<file path="src/rtl/wl_pulse_pkg.sv">
// Shared constants and state encoding for the wordline pulse controller.
package wl_pulse_pkg;

    localparam int unsigned N_LINES = 16;
    localparam int unsigned CNT_W   = 4;

    typedef enum logic [1:0] {
        IDLE  = 2'd0,
        PRECH = 2'd1,
        PULSE = 2'd2
    } state_e;

endpackage

</file>
<file path="src/rtl/onehot_chk.sv">
// One-hot detector for a sampled predecoder pattern.
// Only built when WL_PULSE_ONEHOT_CHECK_EN is defined.
`ifdef WL_PULSE_ONEHOT_CHECK_EN
module onehot_chk
    import wl_pulse_pkg::*;
(
    input  logic [N_LINES-1:0] sel,
    output logic               is_onehot
);

    // A nonzero value with its lowest set bit cleared is zero only if exactly one bit was set.
    always_comb begin
        is_onehot = (sel != '0) && ((sel & (sel - N_LINES'(1))) == '0);
    end

endmodule
`endif

</file>
<file path="src/rtl/wl_pulse_ctrl.sv">
// Latches one predecoded row per handshake and drives a clean fixed-width wordline pulse
// followed by a precharge gap. Define WL_PULSE_ONEHOT_CHECK_EN to reject non-one-hot samples.
module wl_pulse_ctrl
    import wl_pulse_pkg::*;
#(
    parameter int unsigned PULSE_W = 2,
    parameter int unsigned PRECH_W = 1
) (
    input  logic               clk,
    input  logic               rst_n,
    input  logic               req_valid,
    output logic               req_ready,
    input  logic [N_LINES-1:0] predec_n,
    output logic [N_LINES-1:0] wl_en,
    output logic               done,
    output logic               err_onehot
);

    state_e             state_q, state_d;
    logic [N_LINES-1:0] sel_q, sel_d;
    logic [CNT_W-1:0]   cnt_q, cnt_d;
    logic [N_LINES-1:0] wl_en_q, wl_en_d;
    logic               done_q, done_d;
    logic [N_LINES-1:0] sel_in;
    logic               accept;
    logic               sel_ok;

    assign sel_in    = ~predec_n;
    assign req_ready = (state_q == IDLE);
    assign accept    = req_valid && req_ready;

`ifdef WL_PULSE_ONEHOT_CHECK_EN
    logic err_q, err_d;

    onehot_chk u_onehot_chk (
        .sel       (sel_in),
        .is_onehot (sel_ok)
    );

    always_comb begin
        err_d = accept && !sel_ok;
    end

    always_ff @(posedge clk) begin
        if (!rst_n) begin
            err_q <= 1'b0;
        end else begin
            err_q <= err_d;
        end
    end

    assign err_onehot = err_q;
`else
    assign sel_ok     = 1'b1;
    assign err_onehot = 1'b0;
`endif

    always_ff @(posedge clk) begin
        if (!rst_n) begin
            state_q <= IDLE;
            sel_q   <= '0;
            cnt_q   <= '0;
            wl_en_q <= '0;
            done_q  <= 1'b0;
        end else begin
            state_q <= state_d;
            sel_q   <= sel_d;
            cnt_q   <= cnt_d;
            wl_en_q <= wl_en_d;
            done_q  <= done_d;
        end
    end

    always_comb begin
        state_d = state_q;
        sel_d   = sel_q;
        cnt_d   = cnt_q;
        wl_en_d = wl_en_q;

        unique case (state_q)
            IDLE: begin
                if (accept) begin
                    sel_d = sel_in;
                    if (sel_ok) begin
                        state_d = PULSE;
                        wl_en_d = sel_in;
                        cnt_d   = CNT_W'(PULSE_W - 1);
                    end
                end
            end
            PULSE: begin
                wl_en_d = sel_q;
                if (cnt_q == '0) begin
                    state_d = PRECH;
                    wl_en_d = '0;
                    cnt_d   = CNT_W'(PRECH_W - 1);
                end else begin
                    cnt_d = cnt_q - CNT_W'(1);
                end
            end
            PRECH: begin
                wl_en_d = '0;
                if (cnt_q == '0) begin
                    state_d = IDLE;
                end else begin
                    cnt_d = cnt_q - CNT_W'(1);
                end
            end
            default: begin
                state_d = IDLE;
                wl_en_d = '0;
            end
        endcase

        // Registered done must coincide with the final precharge cycle, so look at the next state.
        done_d = (state_d == PRECH) && (cnt_d == '0);
    end

    assign wl_en = wl_en_q;
    assign done  = done_q;

    assert property (@(posedge clk) (PULSE_W != 0) && (PRECH_W != 0));

endmodule
</file>
<file path="config.mk">
export PLATFORM = sky130hd
export DESIGN_NAME = wl_pulse_ctrl
export DESIGN_NICKNAME = d
export VERILOG_FILES = /design/src/rtl/wl_pulse_pkg.sv /design/src/rtl/onehot_chk.sv /design/src/rtl/wl_pulse_ctrl.sv
export SDC_FILE = /design/constraint.sdc
export NUM_CORES = 1
export LEC_CHECK = 0
export CORE_MARGIN = 10
export CORE_UTILIZATION = 38
export DETAILED_ROUTE_END_ITERATION = 10
export PLACE_DENSITY = 0.65
export SYNTH_ARGS = -nofsm -noshare
export SYNTH_HDL_FRONTEND = slang
export SYNTH_SLANG_ARGS = --single-unit
</file>
<file path="constraint.sdc">
create_clock -name clk -period 2.5 [get_ports clk]
set_clock_uncertainty 0.2 [all_clocks]
set_input_delay 0.5 -clock clk [delete_from_list [all_inputs] [get_ports clk]]
set_output_delay 0.5 -clock clk [all_outputs]
set_load 0.1 [all_outputs]
</file>
# [Word level (Yosys, flattened, before mapping)]
# Index checks and enable logic that the tools add are counted.
[op_classes] n_addsub=1 eq_ne=4 muxes=11 n_bitwise=1 n_reduce_logical=6
[ops] operator="2-to-1 mux 16 bit" n=2
[ops] operator="one-hot mux 16 bit (2 select lines)" n=1
[ops] operator="inverter 16 bit" n=1
[ops] operator="2-to-1 mux 4 bit" n=3
[ops] operator="one-hot mux 4 bit (3 select lines)" n=1
[ops] operator="logical NOT 4 bit" n=2
[ops] operator="2-to-1 mux 2 bit" n=3
[ops] operator="one-hot mux 2 bit (3 select lines)" n=1
[ops] operator="equality test 2 x 1 -> 1 bit, second input constant" n=2
[ops] operator="subtractor 4 x 1 -> 4 bit, second input constant" n=1
[ops] operator="equality test 2 bit, second input constant" n=1
[ops] operator="logical AND 1 bit" n=2
[ops] operator="logical NOT 2 bit" n=1
[ops] operator="inequality test 2 x 1 -> 1 bit, second input constant" n=1
[ops] operator="AND reduction 2 bit" n=1
[word_totals] register_bits=39 elab_cells=28

# [Logic depth before layout (Yosys ltp)]
# Gate-level depths: netlist (run 1).
[depth] ltp_word=6 mapped_depth=11

# [Least setup slack after synthesis (run 1)]
# No wires, ideal clock.
[synth_timing] kind="reg2reg" start="reg cnt_q[0]" end="reg done_q (netlist: done)" setup_ps=131 t_arrival_ps=1958 t_required_ps=2169 path_slack_ps=211 stages_incl_launch_ff=12 path_buffers=2 period_less_slack_ps=2289 path_cell_list="dfxtp_1 -> inv_1 -> ha_1 -> nor3b_4 -> inv_2 -> buf_4 -> clkbuf_1 -> ha_1 -> a221oi_1 -> a21oi_1 -> nand2_1 -> nor4_2"
[synth_between] elab_chain_cells=5
[synth_rtl] element="from (decl)" line="wl_pulse_ctrl.sv:21" text="logic [CNT_W-1:0] cnt_q, cnt_d;"
[synth_rtl] element="from (signal assigned)" line="wl_pulse_ctrl.sv:68" text="cnt_q <= cnt_d;"
[synth_rtl] element="subtractor 4 x 1 -> 4 bit / logical NOT 4 bit (equally long branches)"
[synth_rtl] element="2-to-1 mux 4 bit (tied with other cells)" line="wl_pulse_ctrl.sv:103" text="if (cnt_q == '0) begin"
[synth_rtl] element="one-hot mux 4 bit (3 select lines) / one-hot mux 2 bit (3 select lines) (equally long branches)" line="wl_pulse_ctrl.sv:80" text="unique case (state_q)"
[synth_rtl] element="logical NOT 4 bit / equality test 2 x 1 -> 1 bit (equally long branches)" line="wl_pulse_ctrl.sv:116" text="done_d = (state_d == PRECH) && (cnt_d == '0);"
[synth_rtl] element="logical AND 1 bit (*)" line="wl_pulse_ctrl.sv:116"
[synth_rtl] element="to (signal assigned)" line="wl_pulse_ctrl.sv:70" text="done_q <= done_d;"
[synth_rtl] element="to (decl)" line="wl_pulse_ctrl.sv:23" text="logic done_q, done_d;"
# Every way passes the cells marked *; elsewhere a longest branch is shown, timed or not.
# A chain may end at the register's enable or synchronous reset.

# [Worst setup path after layout (run 1)]
# Same ends and word-level chain as after synthesis.

==> results of run 1 <==
==> kinds of logic (layout without fill, tap and decap cells) <==
group / Yosys count / count (layout) / share of synthesized area [%]
buf+inv: 26 / 55 / 7.204
other cells: 1 / 1 / 0.2159
flops: 39 / 39 / 44.96
compound gates: 59 / 59 / 26.51
simple gates: 69 / 69 / 18.52
xor+xnor: 1 / 1 / 0.5044
fa+ha+maj: 2 / 2 / 1.441
mux: 1 / 1 / 0.6484
==> cells in the mapped netlist <==
library cell	number
nor3b_1	1
nand3b_1	2
o211a_1	16
a32oi_1	1
nor4_1	1
clkbuf_1	7
nor2_4	1
o22ai_1	1
a211oi_1	17
dfxtp_1	39
a31oi_1	16
a21boi_0	1
a21oi_1	1
a21o_1	1
o21ai_1	1
nand2b_1	1
conb_1	1
o31ai_1	2
a221oi_1	1
nand2_1	20
nor2_1	35
buf_2	7
inv_2	1
nor3b_4	1
buf_6	1
xnor2_1	1
and2_1	4
ha_1	2
inv_1	4
nor4_2	1
nor2b_1	2
a22o_1	1
buf_1	3
mux2_2	1
buf_4	3
==> critical path: cells and delay by family, from the launching register on <==
kind	cells	cell delay [ns]
DFF	1	0.34
adders and majority gates	2	0.39
muxes	1	0.25
buffers and inverters	2	0.19
AOI/OAI and AO/OA	1	0.20
and+or+nand+nor	3	0.55
==> final cells by class <==
class | count | area (µm²) | area share (%)
inverter | 5 | 18.77 | 0.8528
multi-input combinational | 133 | 830.8 | 37.75
clock buffer | 6 | 72.57 | 3.297
sequential | 39 | 780.7 | 35.47
tap | 52 | 65.06 | 2.956
clock inverter | 2 | 60.06 | 2.729
timing repair buffer | 42 | 372.9 | 16.94
==> sequential cells by signal, summed over array words and instances, names as in the netlist <==
name     count
cnt_q        4
done         1
sel_q       16
state_q      2
wl_en       16
==> worst min path at each step <==
stage                     slack, ns  cells after the start   endpoint
after floorplan                0.27                      2   wl_en[0]
after CTS                      0.31                      1   sel_q[6]
after global routing           0.33                      1   sel_q[5]
after detailed placement       0.29                      1  sel_q[14]
after global placement         0.28                      1   sel_q[5]
final                          0.30                      1  sel_q[13]
==> layer usage <==
| layer | vias to the layer above | global-route usage (%) |
|---|---|---|
| met1 | 693 | 13.66 |
| met3 | 3 | 4.550 |
| met5 | - | 0 |
| met4 | 0 | 3.478 |
| met2 | 41 | 16.60 |
| li1 | 753 | - |
==> placed cells by master (no fill, tap or decap), types with 4 or more instances in the layout <==
cell             Yosys  final
o211a_1             16     16
dfxtp_1             39     39
buf_4                3     23
and2_1               4      4
a31oi_1             16     16
nor2_1              35     35
clkdlybuf4s50_1      0     18
nand2_1             20     20
inv_1                4      4
a211oi_1            17     17
clkbuf_8             0      5
==> report_power, final <==
| group | internal [mW] | switching [mW] |
|---|---|---|
| Combinational | 0.211 | 0.466 |
| Clock | 0.399 | 0.227 |
| Sequential | 0.695 | 0.0523 |
| Total | 1.31 | 0.745 |
==> through the flow <==
step	power [mW]	utilization, %	cells	worst slack, ns
floorplan	1.287	-	198	0.2113
global placement	1.434	47.17	271	0.3456
detailed placement	1.441	47.17	271	0.3102
CTS	2.069	50.20	279	0.2789
global route	2.150	50.20	279	0.09419
finish	2.050	50.20	279	0.2913
==> flow_metrics.py, run 1 <==
metrics = {
    "run_status": {
        "outcome": "completed",
    },
    "setup_path": {
        "slowest_delay_ns": 0.34,
        "worst-path-max-fanout": 4,
        "crit-reg2reg-capture": "done",
        "cp-end-kind": "flip-flop",
        "r2r_slack_ns": 0.29,
        "cp_cell_sequence": "inv_1, ha_1, nor3b_4, inv_2, ha_1, mux2_2, a21oi_1, nand2_1, nor4_2",
        "startpoint_type": "flip-flop",
        "cp.arrival_ns": 2.21,
        "crit_required_ns": 2.50,
        "cp_common_cell": "ha_1",
        "crit_type": "reg -> reg",
        "critPathSlowestCell": "dfxtp_1",
        "r2r_start": "cnt_q[0]",
        "critPathCapture": "done",
        "ff2ff_path_depth": 9,
        "critical_path.startpoint": "cnt_q[0]",
    },
    "clocking": {
        "ctsLongestPathBuffers": 2,
        "clock-sinks": 39,
        "cts_made_buffers": 5,
        "clock-root-buffer": "clkbuf_8",
        "htree_num_levels": 2,
        "post-cts-setup-buffers": 0,
        "hold_buffers": 0,
        "clk_latency_ns": 0.29,
        "cts_tree": "yes",
        "path_clk_slew_ns": 0.08,
        "cts-resized-gates": 0,
    },
    "power_and_ir_drop": {
        "ir_drop_uv": 473.4,
        "static-leakage-power_nw": 1.016,
        "power.density_mw_per_mm2": 931.5,
    },
    "routing": {
        "post_drt_wl_per_cell_um": 14.52,
        "dr_wl_met3_um": 307,
        "route.detailed.drc": 0,
        "dr.pass1.iters": 4,
        "wl_met2_mm": 1.792,
        "finalWirelength_mm": 4.050,
        "maxUsedRoutingLayer": "met4",
        "detail_route.vias_per_cell": 5.341,
        "drtIter0Drc": 137,
        "met1_length_mm": 1.932,
        "ant_nets": 0,
        "vias": 1490,
    },
    "layout": {
        "fin_nets": 247,
        "area_growth_pct": 26.73,
        "num-fill-cells": 428,
        "finalInstanceArea_mm2": 0.002201,
        "drive_gt1_share_pct": 15.86,
        "antennaDiodeCount": 0,
    },
    "floorplanning": {
        "die-area_mm2": 0.007675,
        "io_pins": 38,
        "std_cell_rows": 24,
        "die-width_um": 87.61,
        "start_util_pct": 39.61,
        "coreArea_mm2": 0.004384,
        "die_h_um": 87.61,
    },
    "placed_design": {
        "place_congestion": 0.8023,
        "dp_hpwl_mm": 2.726,
        "placed_cell_area_mm2": 0.002068,
        "io_buffers": 36,
    },
    "timing": {
        "hold_ws_ns": 0.3017,
        "slew_viol_final": 0,
        "finalCritPeriodShare_pct": 88.35,
        "clock.fmax_mhz": 452.8,
        "hold_viol": 0,
        "setup_violations": 0,
        "fin_crit_ns": 2.209,
        "fin_setup_tns_ns": 0,
        "rsz0062_at_grt": "no",
    },
    "synthesis": {
        "synth_area_leader_cell": "dfxtp_1",
        "synthTopCellsByArea": "dfxtp_1 (45%), o211a_1 (9.2%), nor2_1 (7.6%)",
        "synth_cells": 198,
        "avgSynthCellArea_um2": 8.771,
        "yosysWarnings": 0,
        "ys_seq_area_share_pct": 44.96,
        "netlist_area_mm2": 0.001737,
        "synth_cell_types": 35,
        "synth_top_area_share_pct": 44.96,
        "ys_ff_latch": 39,
        "syn-num-nets": 219,
    },
    "hold_path": {
        "hold_class": "reg -> reg",
        "min-delay-start": "sel_q[13]",
    },
    "grt": {
        "grt_pass1_wl_mm": 6.906,
        "grt_pass1_vias": 1491,
        "track_usage_pct": 10.91,
        "antenna_found_initial": 0,
        "grt_max_degree": 37,
        "grt.overflow.total": 0,
    },
    "run": {
        "maxCapViolCount": 0,
    },
}
(Power assumes the default switching activity.)
==> run 2, diff against run 1 <==
CORE_UTILIZATION = 35   (was 38)
PLACE_DENSITY = not set   (was 0.65)
SLEW_MARGIN = 20   (was not set)
==> run 2 against run 1 <==
Net effect: register-to-register slack better by 0.07 ns; maximum frequency increased by 3.3%; worst setup slack improved by 0.070 ns; largest power group unchanged; clock-buffer cell count unchanged; critical path type unchanged; critical endpoint unchanged; non-clock buffer count is 2 higher; worst hold slack hardly changed; via count down 1.8%; sequential power about the same; critical path depth stayed put; final cell count rose by 6.1%.
==> flow_metrics.py, run 2 (synthesized netlist as in run 1, its figures left out) <==
metrics = {
    "clocking": {
        "clock-root-buffer": "clkbuf_8",
        "htree_num_levels": 2,
        "clock-sinks": 39,
        "ctsLongestPathBuffers": 2,
        "path_clk_slew_ns": 0.07,
        "hold_buffers": 0,
        "cts_made_buffers": 5,
        "cts-resized-gates": 0,
        "post-cts-setup-buffers": 0,
        "clk_latency_ns": 0.28,
        "cts_tree": "yes",
    },
    "layout": {
        "final_common_cell": "dfxtp_1",
        "finalInstanceArea_mm2": 0.002187,
        "drive_gt1_share_pct": 16.59,
        "mostFrequentLayoutCells": "dfxtp_1 (39), nor2_1 (35), buf_4 (25)",
        "area_growth_pct": 25.94,
        "fin_nets": 249,
        "antennaDiodeCount": 0,
    },
    "routing": {
        "vias": 1463,
        "finalWirelength_mm": 3.960,
        "ant_nets": 0,
        "route.detailed.drc": 0,
        "dr.pass1.iters": 4,
        "post_drt_wl_per_cell_um": 13.38,
        "drtIter0Drc": 54,
        "detail_route.vias_per_cell": 4.943,
    },
    "placed_design": {
        "io_buffers": 36,
        "place_congestion": 0.7333,
        "dp_hpwl_mm": 2.818,
        "placed_cell_area_mm2": 0.002102,
    },
    "setup_path": {
        "startpoint_type": "flip-flop",
        "ff2ff_path_depth": 9,
        "worst-path-max-fanout": 19,
        "crit-reg2reg-capture": "done",
        "r2r_slack_ns": 0.36,
        "cp-end-kind": "flip-flop",
        "crit_required_ns": 2.50,
        "cp.arrival_ns": 2.14,
        "crit_type": "reg -> reg",
        "r2r_start": "cnt_q[0]",
    },
    "grt": {
        "grt.overflow.total": 0,
        "grt_max_degree": 34,
        "antenna_found_initial": 0,
        "track_usage_pct": 9.779,
        "grt_pass1_wl_mm": 6.624,
        "grt_pass1_vias": 1409,
    },
    "timing": {
        "rsz0062_at_grt": "no",
        "finalCritPeriodShare_pct": 85.53,
        "fin_setup_tns_ns": 0,
        "hold_ws_ns": 0.3018,
        "fin_crit_ns": 2.138,
        "hold_viol": 0,
        "setup_violations": 0,
        "clock.fmax_mhz": 467.7,
        "slew_viol_final": 0,
    },
    "power_and_ir_drop": {
        "power.density_mw_per_mm2": 837.0,
        "finalPower_mw": 1.831,
        "ir_drop_uv": 340.4,
        "static-leakage-power_nw": 1.002,
    },
    "run_status": {
        "outcome": "completed",
    },
    "hold_path": {
        "hold_depth": 1,
        "hold_class": "reg -> reg",
        "hold-path-endpoint": "sel_q[1]",
        "min-delay-start": "sel_q[1]",
    },
    "run": {
        "maxCapViolCount": 0,
    },
    "floorplanning": {
        "io_pins": 38,
        "die-area_mm2": 0.008179,
        "coreArea_mm2": 0.004755,
        "start_util_pct": 36.53,
        "die-width_um": 90.44,
        "std_cell_rows": 25,
        "die_h_um": 90.44,
    },
}
run 2: layout make-up:
class                           count  area [µm²]
Clock inverter                      2       12.51
Timing Repair Buffer               44       387.9
Tap cell                           67       83.83
Clock buffer                        6       72.57
Multi-Input combinational cell    133       830.8
Fill cell                         487        2567
Inverter                            5       18.77
Sequential cell                    39       780.7
run 2: per-stage QoR:
step                      std cells  setup slack, ns  utilization, %
after floorplan                 198           0.2113               -
after global placement          288           0.3688           44.21
after detailed placement        288           0.3616           44.21
after CTS                       296           0.3738           46.00
after global routing            296           0.1690           46.00
final                           296           0.3617           46.00
run 2: power breakdown:
group	switching [mW]	leakage, nW	internal [mW]
Clock	0.210	0.0412	0.195
Sequential	0.0545	0.322	0.695
Combinational	0.459	0.639	0.217
run 2: how the worst max path moves through the flow:
stage              start  slack [ns]       end  cells after the start
2_1_floorplan   cnt_q[0]        0.21      done                     11
3_3_place_gp   req_valid        0.37  cnt_q[3]                      5
3_5_place_dp   req_valid        0.36  cnt_q[3]                      5
4_1_cts         cnt_q[0]        0.37      done                      9
5_1_grt         cnt_q[0]        0.17      done                      9
6_report        cnt_q[0]        0.36      done                      9
run 2: worst max-delay path, cell delays in order, from the launching register on:
cell and delay [ns]:
dfxtp_1 0.33, inv_1 0.10, ha_1 0.21, nor3b_4 0.28
inv_2 0.06, buf_4 0.21, a32oi_1 0.21, o22ai_1 0.10
a21o_1 0.19, nor4_2 0.19
run 2: per-layer routing:
metal | GRT usage (%) | up-vias | routed length (µm)
met4 | 3.183 | 0 | 23
li1 | - | 760 | -
met5 | 0 | - | 0
met2 | 14.59 | 30 | 1729
met3 | 4.988 | 2 | 234
met1 | 11.85 | 671 | 1973
==> run 3, diff against run 2 <==
CTS_CLUSTER_DIAMETER = 40   (was not set)
==> results of run 3 <==
Final layout, timing and power as in run 2 (identical DEF).
